File: config.mk
export PLATFORM = sky130hd
export DESIGN_NAME = mux_scan_controller
export DESIGN_NICKNAME = d
export VERILOG_FILES = /design/src/rtl/mux_scan_controller.sv
export SDC_FILE = /design/constraint.sdc
export NUM_CORES = 1
export LEC_CHECK = 0
export CAP_MARGIN = 25
export CORE_UTILIZATION = 50
export CTS_BUF_LIST = sky130_fd_sc_hd__clkbuf_4 sky130_fd_sc_hd__clkbuf_8
export CTS_CLUSTER_SIZE = 20
export DETAILED_ROUTE_END_ITERATION = 6
export PLACE_DENSITY = 0.81
export SLEW_MARGIN = 40
export SYNTH_ARGS = -nofsm -noshare
export SYNTH_HDL_FRONTEND = slang
export SYNTH_SLANG_ARGS = --single-unit
File: constraint.sdc
create_clock -name clk -period 2.7 [get_ports clk]
set_input_delay 0.54 -clock clk [delete_from_list [all_inputs] [get_ports clk]]
set_output_delay 0.54 -clock clk [all_outputs]
set_load 0.01 [all_outputs]
File: src/rtl/mux_scan_controller.sv
// Scan sequencer for a 32:1 single-bit mux: steps sel through channels 0..31,
// settles, samples, and publishes a 32-bit snapshot frame plus change mask.
module mux_scan_controller #(
    parameter int unsigned SETTLE_CYCLES = 2
) (
    input  logic        clk,
    input  logic        rst_n,
    input  logic        start,
    input  logic        continuous,
    input  logic        abort,
    input  logic        mux_o,
    output logic [4:0]  sel,
    output logic        busy,
    output logic [31:0] frame,
    output logic [31:0] changed,
    output logic        frame_valid
);

    typedef enum logic [1:0] {
        IDLE   = 2'd0,
        SETTLE = 2'd1,
        SAMPLE = 2'd2,
        DONE   = 2'd3
    } state_t;

    localparam logic [7:0] SETTLE_LAST = 8'(SETTLE_CYCLES - 1);

    state_t      state_q, state_d;
    logic [4:0]  sel_q, sel_d;
    logic [7:0]  cnt_q, cnt_d;
    logic [31:0] shadow_q, shadow_d;
    logic [31:0] frame_q, frame_d;
    logic [31:0] changed_q, changed_d;
    logic        frame_valid_q, frame_valid_d;
    logic        busy_q, busy_d;

    // Frame hand-off: frame_valid is a one-cycle strobe with no back-pressure;
    // the consumer must capture frame/changed in the cycle the strobe is high.
    always_comb begin
        state_d       = state_q;
        sel_d         = sel_q;
        cnt_d         = cnt_q;
        shadow_d      = shadow_q;
        frame_d       = frame_q;
        changed_d     = changed_q;
        frame_valid_d = 1'b0;

        if (abort) begin
            state_d = IDLE;
            sel_d   = 5'd0;
            cnt_d   = 8'd0;
        end else begin
            case (state_q)
                IDLE: begin
                    sel_d = 5'd0;
                    if (start || continuous) begin
                        state_d = SETTLE;
                        cnt_d   = 8'd0;
                    end
                end
                SETTLE: begin
                    cnt_d = cnt_q + 8'd1;
                    if (cnt_q == SETTLE_LAST) begin
                        state_d = SAMPLE;
                    end
                end
                SAMPLE: begin
                    shadow_d[sel_q] = mux_o;
                    if (sel_q == 5'd31) begin
                        state_d = DONE;
                    end else begin
                        state_d = SETTLE;
                        sel_d   = sel_q + 5'd1;
                        cnt_d   = 8'd0;
                    end
                end
                DONE: begin
                    frame_d       = shadow_q;
                    changed_d     = shadow_q ^ frame_q;
                    frame_valid_d = 1'b1;
                    sel_d         = 5'd0;
                    cnt_d         = 8'd0;
                    // Continuous mode restarts the same edge the strobe rises.
                    state_d       = continuous ? SETTLE : IDLE;
                end
                default: begin
                    state_d = IDLE;
                    sel_d   = 5'd0;
                    cnt_d   = 8'd0;
                end
            endcase
        end

        busy_d = (state_d != IDLE);
    end

    always_ff @(posedge clk or negedge rst_n) begin
        if (!rst_n) begin
            state_q       <= IDLE;
            sel_q         <= 5'd0;
            cnt_q         <= 8'd0;
            shadow_q      <= 32'd0;
            frame_q       <= 32'd0;
            changed_q     <= 32'd0;
            frame_valid_q <= 1'b0;
            busy_q        <= 1'b0;
        end else begin
            state_q       <= state_d;
            sel_q         <= sel_d;
            cnt_q         <= cnt_d;
            shadow_q      <= shadow_d;
            frame_q       <= frame_d;
            changed_q     <= changed_d;
            frame_valid_q <= frame_valid_d;
            busy_q        <= busy_d;
        end
    end

    assign sel         = sel_q;
    assign busy        = busy_q;
    assign frame       = frame_q;
    assign changed     = changed_q;
    assign frame_valid = frame_valid_q;

endmodule
# Yosys cells after proc, flatten, opt, wreduce, memory -nomap -nowiden
# Index checks and enable logic that the tools add are counted.
# op_classes
n_reduce_logical	10
muxes	18
add_sub_neg	2
bitwise	2
n_eq_ne	7
n_lt_le_gt_ge	2
# ops
op	count
$bwmux 32	1
$pmux 8 s4	1
$xor 32x32->32	1
$mux 8	3
$mux 5	2
$pmux 5 s2	1
$add 8x1->8 const B	1
$eq 8x1->1 const B	1
$mux 2	4
$pmux 2 s4	1
$reduce_and 2->1	4
$lt 5x6->1 const B	1
$ne 3x3->1 const B	2
$add 5x1->5 const B	1
$demux 1 s5	1
$eq 5x5->1 const B	1
$ge 5x1->1 const B	1
$eq 2x2->1 const B	2
$mux 1	4
$reduce_bool 3->1	1
$eq 2x1->1 const B	1
$logic_not 2->1	1
$reduce_bool 2->1	1
$reduce_or 2->1	1
3 further kinds	3
# totals
register_bits	113
output_inout_bits	71
in_bits	6

# Longest topological paths before layout
# depth
depth_word	5
ltp_mapped	7
depth_no_buf	7

# Least setup slack after synthesis
# No wires, ideal clock.
# synth_timing
kind	register to register
startpoint	reg sel_q[0] (netlist: sel[0])
endpoint	reg cnt_q[7]
period_less_slack_ns	1.959
required_ns	2.605
setup_slack_ns	0.741
path_stages_with_launch	8
arrival_ns	1.863
path_cell_list	dfrtp_1 ha_1 and3_1 ha_1 nand2_1 nand2_1 or2_1 o31ai_1
# synth_via
elab_chain_len	3
# synth_lines
item	line	text
start: declaration	29	logic [4:0] sel_q, sel_d;
start signal: assignment	109	sel_q <= sel_d;
$eq 5x5->1	69	if (sel_q == 5'd31) begin
$ne 3x3->1 (no source line)	--	
$reduce_and 2->1 (no source line)	--	
end signal: assignment	110	cnt_q <= cnt_d;
end: declaration	30	logic [7:0] cnt_q, cnt_d;
# Every way passes these cells.
# A chain may end at the register's enable or synchronous reset.

# Final worst setup path
# layout_timing
startpoint	reg sel_q[2] (netlist: sel[2])
endpoint	out sel[2]
# layout_lines
item	line	text
end: declaration	12	output logic [4:0] sel,
# No word-level cell between the ends.

==> results_dict.tcl <==
set metrics [dict create \
    required_ns 2.16 \
    rsz0062_at_grt "false" \
    core_area_um2 9910 \
    yosys_most_used_dff "dfrtp_1" \
    setup-violations-final 0 \
    grt_use_met1_pct 28.3 \
    ys_seq_area_share_pct 54.7 \
    cts_max_path_buffers 2 \
    busiest_layer "met2" \
    cts_setup_buffers 0 \
    ir_worst_vdd_v 0.000727 \
    placement.io_buffers 76 \
    start_util_pct 52.2 \
    area_delta_synth_final_pct 25.2 \
    synth_fp_nets 527 \
    synthArstFlopShare_pct 100 \
    fmax_mhz 449 \
    postRouteAntennaNets 0 \
    root_buffer "clkbuf_8" \
    max_cap_violations 0 \
    synth_cell_types 44 \
    hold_violations 0 \
    synth.area.top_cells "dfrtp_1, nand2_1, xnor2_1" \
    antenna_found_initial 0 \
    gr-usage-met2_pct 34.3 \
    arrival_ns 1.69 \
    diodes 0 \
    worst_pin_slew_ns 0.609 \
    fin_ws_ns 0.473 \
    dp_hpwl_um 6980 \
    grt_overflow_total 0 \
    die_height_um 104 \
    hp-class "in2async" \
    synth_top_area_cell "dfrtp_1" \
    worst_path_largest_cell_delay_ns 0.65 \
    reg2reg_setup_slack_ns 0.52 \
    status "complete, no violations" \
    first_global_vias 3667 \
    wire_per_inst_um 14.6 \
    path_max_fanout 15 \
    io_pins 77 \
    cts_tree "built" \
    clk_latency_ns 0.42 \
    dr.pass1.iters 5 \
    synth_area_um2 5170 \
    die_area_um2 10700 \
    synth_area_per_cell_um2 10.2 \
    avgViaCountPerCell 5.16 \
    fin_crit_ns 2.23 \
    grt.total_usage_pct 21.3 \
    routed_wl_um 10600 \
    vias 3775 \
    fill_cells 757 \
    critPathKind "reg2out" \
    gp_congestion 0.800 \
    synth.top_cell.area_share_pct 54.7 \
    cts.sinks 113 \
    cp_top_family "buffers and inverters" \
    yosysWarningCount 0 \
    crit_buf_inv 1 \
    path_clk_slew_ns 0.07 \
    use_met3_pct 6.04 \
    die_x_um 104 \
    grt_pass1_wl_um 18100 \
    syn_inst 509 \
    cts_hold_buf 0 \
    htree_levels 4 \
    rows 36 \
    ys_ff_latch 113 \
    synth_edf_count 0 \
    crit_slowest_cell "clkdlybuf4s50_1" \
    setup_tns_ns 0 \
    place_ws_ns 0.360 \
    end_kind "output port" \
    drive_above_1_share_pct 12.2 \
    grt_max_degree 114 \
    cts_buffers 17 \
    p_leak_nw 2.94 \
    drv_slew 0 \
    layout.nets 603 \
    finalCritPeriodShare_pct 82.5 \
    path_cells "clkdlybuf4s50_1" \
    relSlewSlack_pct 59.4 \
    p_per_area_nw_per_um2 656 \
    drt_iter0_markers 226 \
    finalClockSkew_ns 0.0136 \
    postCtsResizedCells 0 \
    drcViolationCount 0 \
    worst_setup_path_start_kind "flop" \
]
metal layers:
metal	routed length [µm]	share of wire, %	vias to the layer above
met5	0	0	-
met4	69	0.65	0
met3	526	4.9	6
met2	5170	49	121
met1	4880	46	1816
li1	-	-	1832
Yosys cell counts, types with 2 or more instances:
library cell and count:
nand2_1 158, dfrtp_1 113, o21ai_0 38, xnor2_1 32
mux2_2 24, nor2_1 24, ha_1 12, buf_2 8
mux2_1 8, nand3_1 7, a21oi_1 6, and2_1 6
inv_1 6, nand3b_1 6, buf_6 5, clkbuf_1 5
a31oi_1 4, o31ai_1 4, and3_1 3, buf_4 3
nor4b_1 3, o21ai_1 3, a32oi_1 2, clkbuf_2 2
inv_2 2, nand2b_1 2, nand4b_1 2, nor2b_1 2
nor3_1 2, nor3_2 2, nor3b_2 2
cell type report:
type / instances / area (µm²) / area share [%]
sequential: 113 / 2830 / 43.7
multi-input combinational: 365 / 2170 / 33.5
clock buffer: 22 / 278 / 4.29
inverter: 8 / 30.0 / 0.464
timing repair buffer: 80 / 821 / 12.7
tap: 133 / 166 / 2.57
clock inverter: 10 / 181 / 2.80
cells by family (layout without fill, tap and decap cells):
| family | after synthesis | after routing | synth area share, % |
|---|---|---|---|
| and+or+nand+nor | 224 | 224 | 19.1 |
| DFF | 113 | 113 | 54.7 |
| AOI/OAI and AO/OA | 65 | 65 | 7.41 |
| xor gates and xnor gates | 32 | 32 | 5.42 |
| muxes | 32 | 32 | 6.97 |
| buffers and inverters | 31 | 120 | 3.44 |
| adders and majority gates | 12 | 12 | 2.90 |
power by group:
| part | switching (mW) | internal, mW | leakage (nW) |
|---|---|---|---|
| sequential | 0.0593 | 1.75 | 1.57 |
| combinational | 0.359 | 0.244 | 1.13 |
| clock | 0.671 | 1.16 | 0.235 |
| total | 1.09 | 3.16 | 2.94 |
placed cells by master, fill, tap and decap left out, types with 7 or more instances in the layout:
cell             count
nand3_1              7
mux2_2              24
ha_1                12
dfrtp_1            113
mux2_1               8
xnor2_1             32
o21ai_0             38
clkbuf_8            18
nor2_1              24
clkdlybuf4s50_1     74
nand2_1            158
per-stage QoR:
| stage | power (mW) | instance area [µm²] | cells | hold WS (ns) | utilization (%) |
|---|---|---|---|---|---|
| 2_1_floorplan | 2.23 | 5170 | 509 | 0.244 | - |
| 3_3_place_gp | 2.40 | 6020 | 699 | 0.460 | 60.7 |
| 3_5_place_dp | 2.43 | 6010 | 699 | 0.470 | 60.7 |
| 4_1_cts | 4.27 | 6470 | 731 | 0.219 | 65.3 |
| 5_1_grt | 4.42 | 6470 | 731 | 0.222 | 65.3 |
| 6_report | 4.25 | 6470 | 731 | 0.163 | 65.3 |
path summary, 6_finish.rpt:
check | from | to | depth (start not counted)
worst max register to register | sel[0] | cnt_q[3] | 7
worst min register to register | changed[17] | changed[17] | 2
worst min-delay path | rst_n | changed[28] | 2
worst max-delay path | sel[2] | sel[2] | 1
min in group clk | changed[17] | changed[17] | 2
max in group asynchronous | rst_n | sel[0] | 2
state kept, by name, indices dropped and copies added (netlist names):
register     flops
busy             1
sel              5
state_q          2
cnt_q            8
frame           32
frame_valid      1
changed         32
shadow_q        32
(Power assumes the default switching activity.)
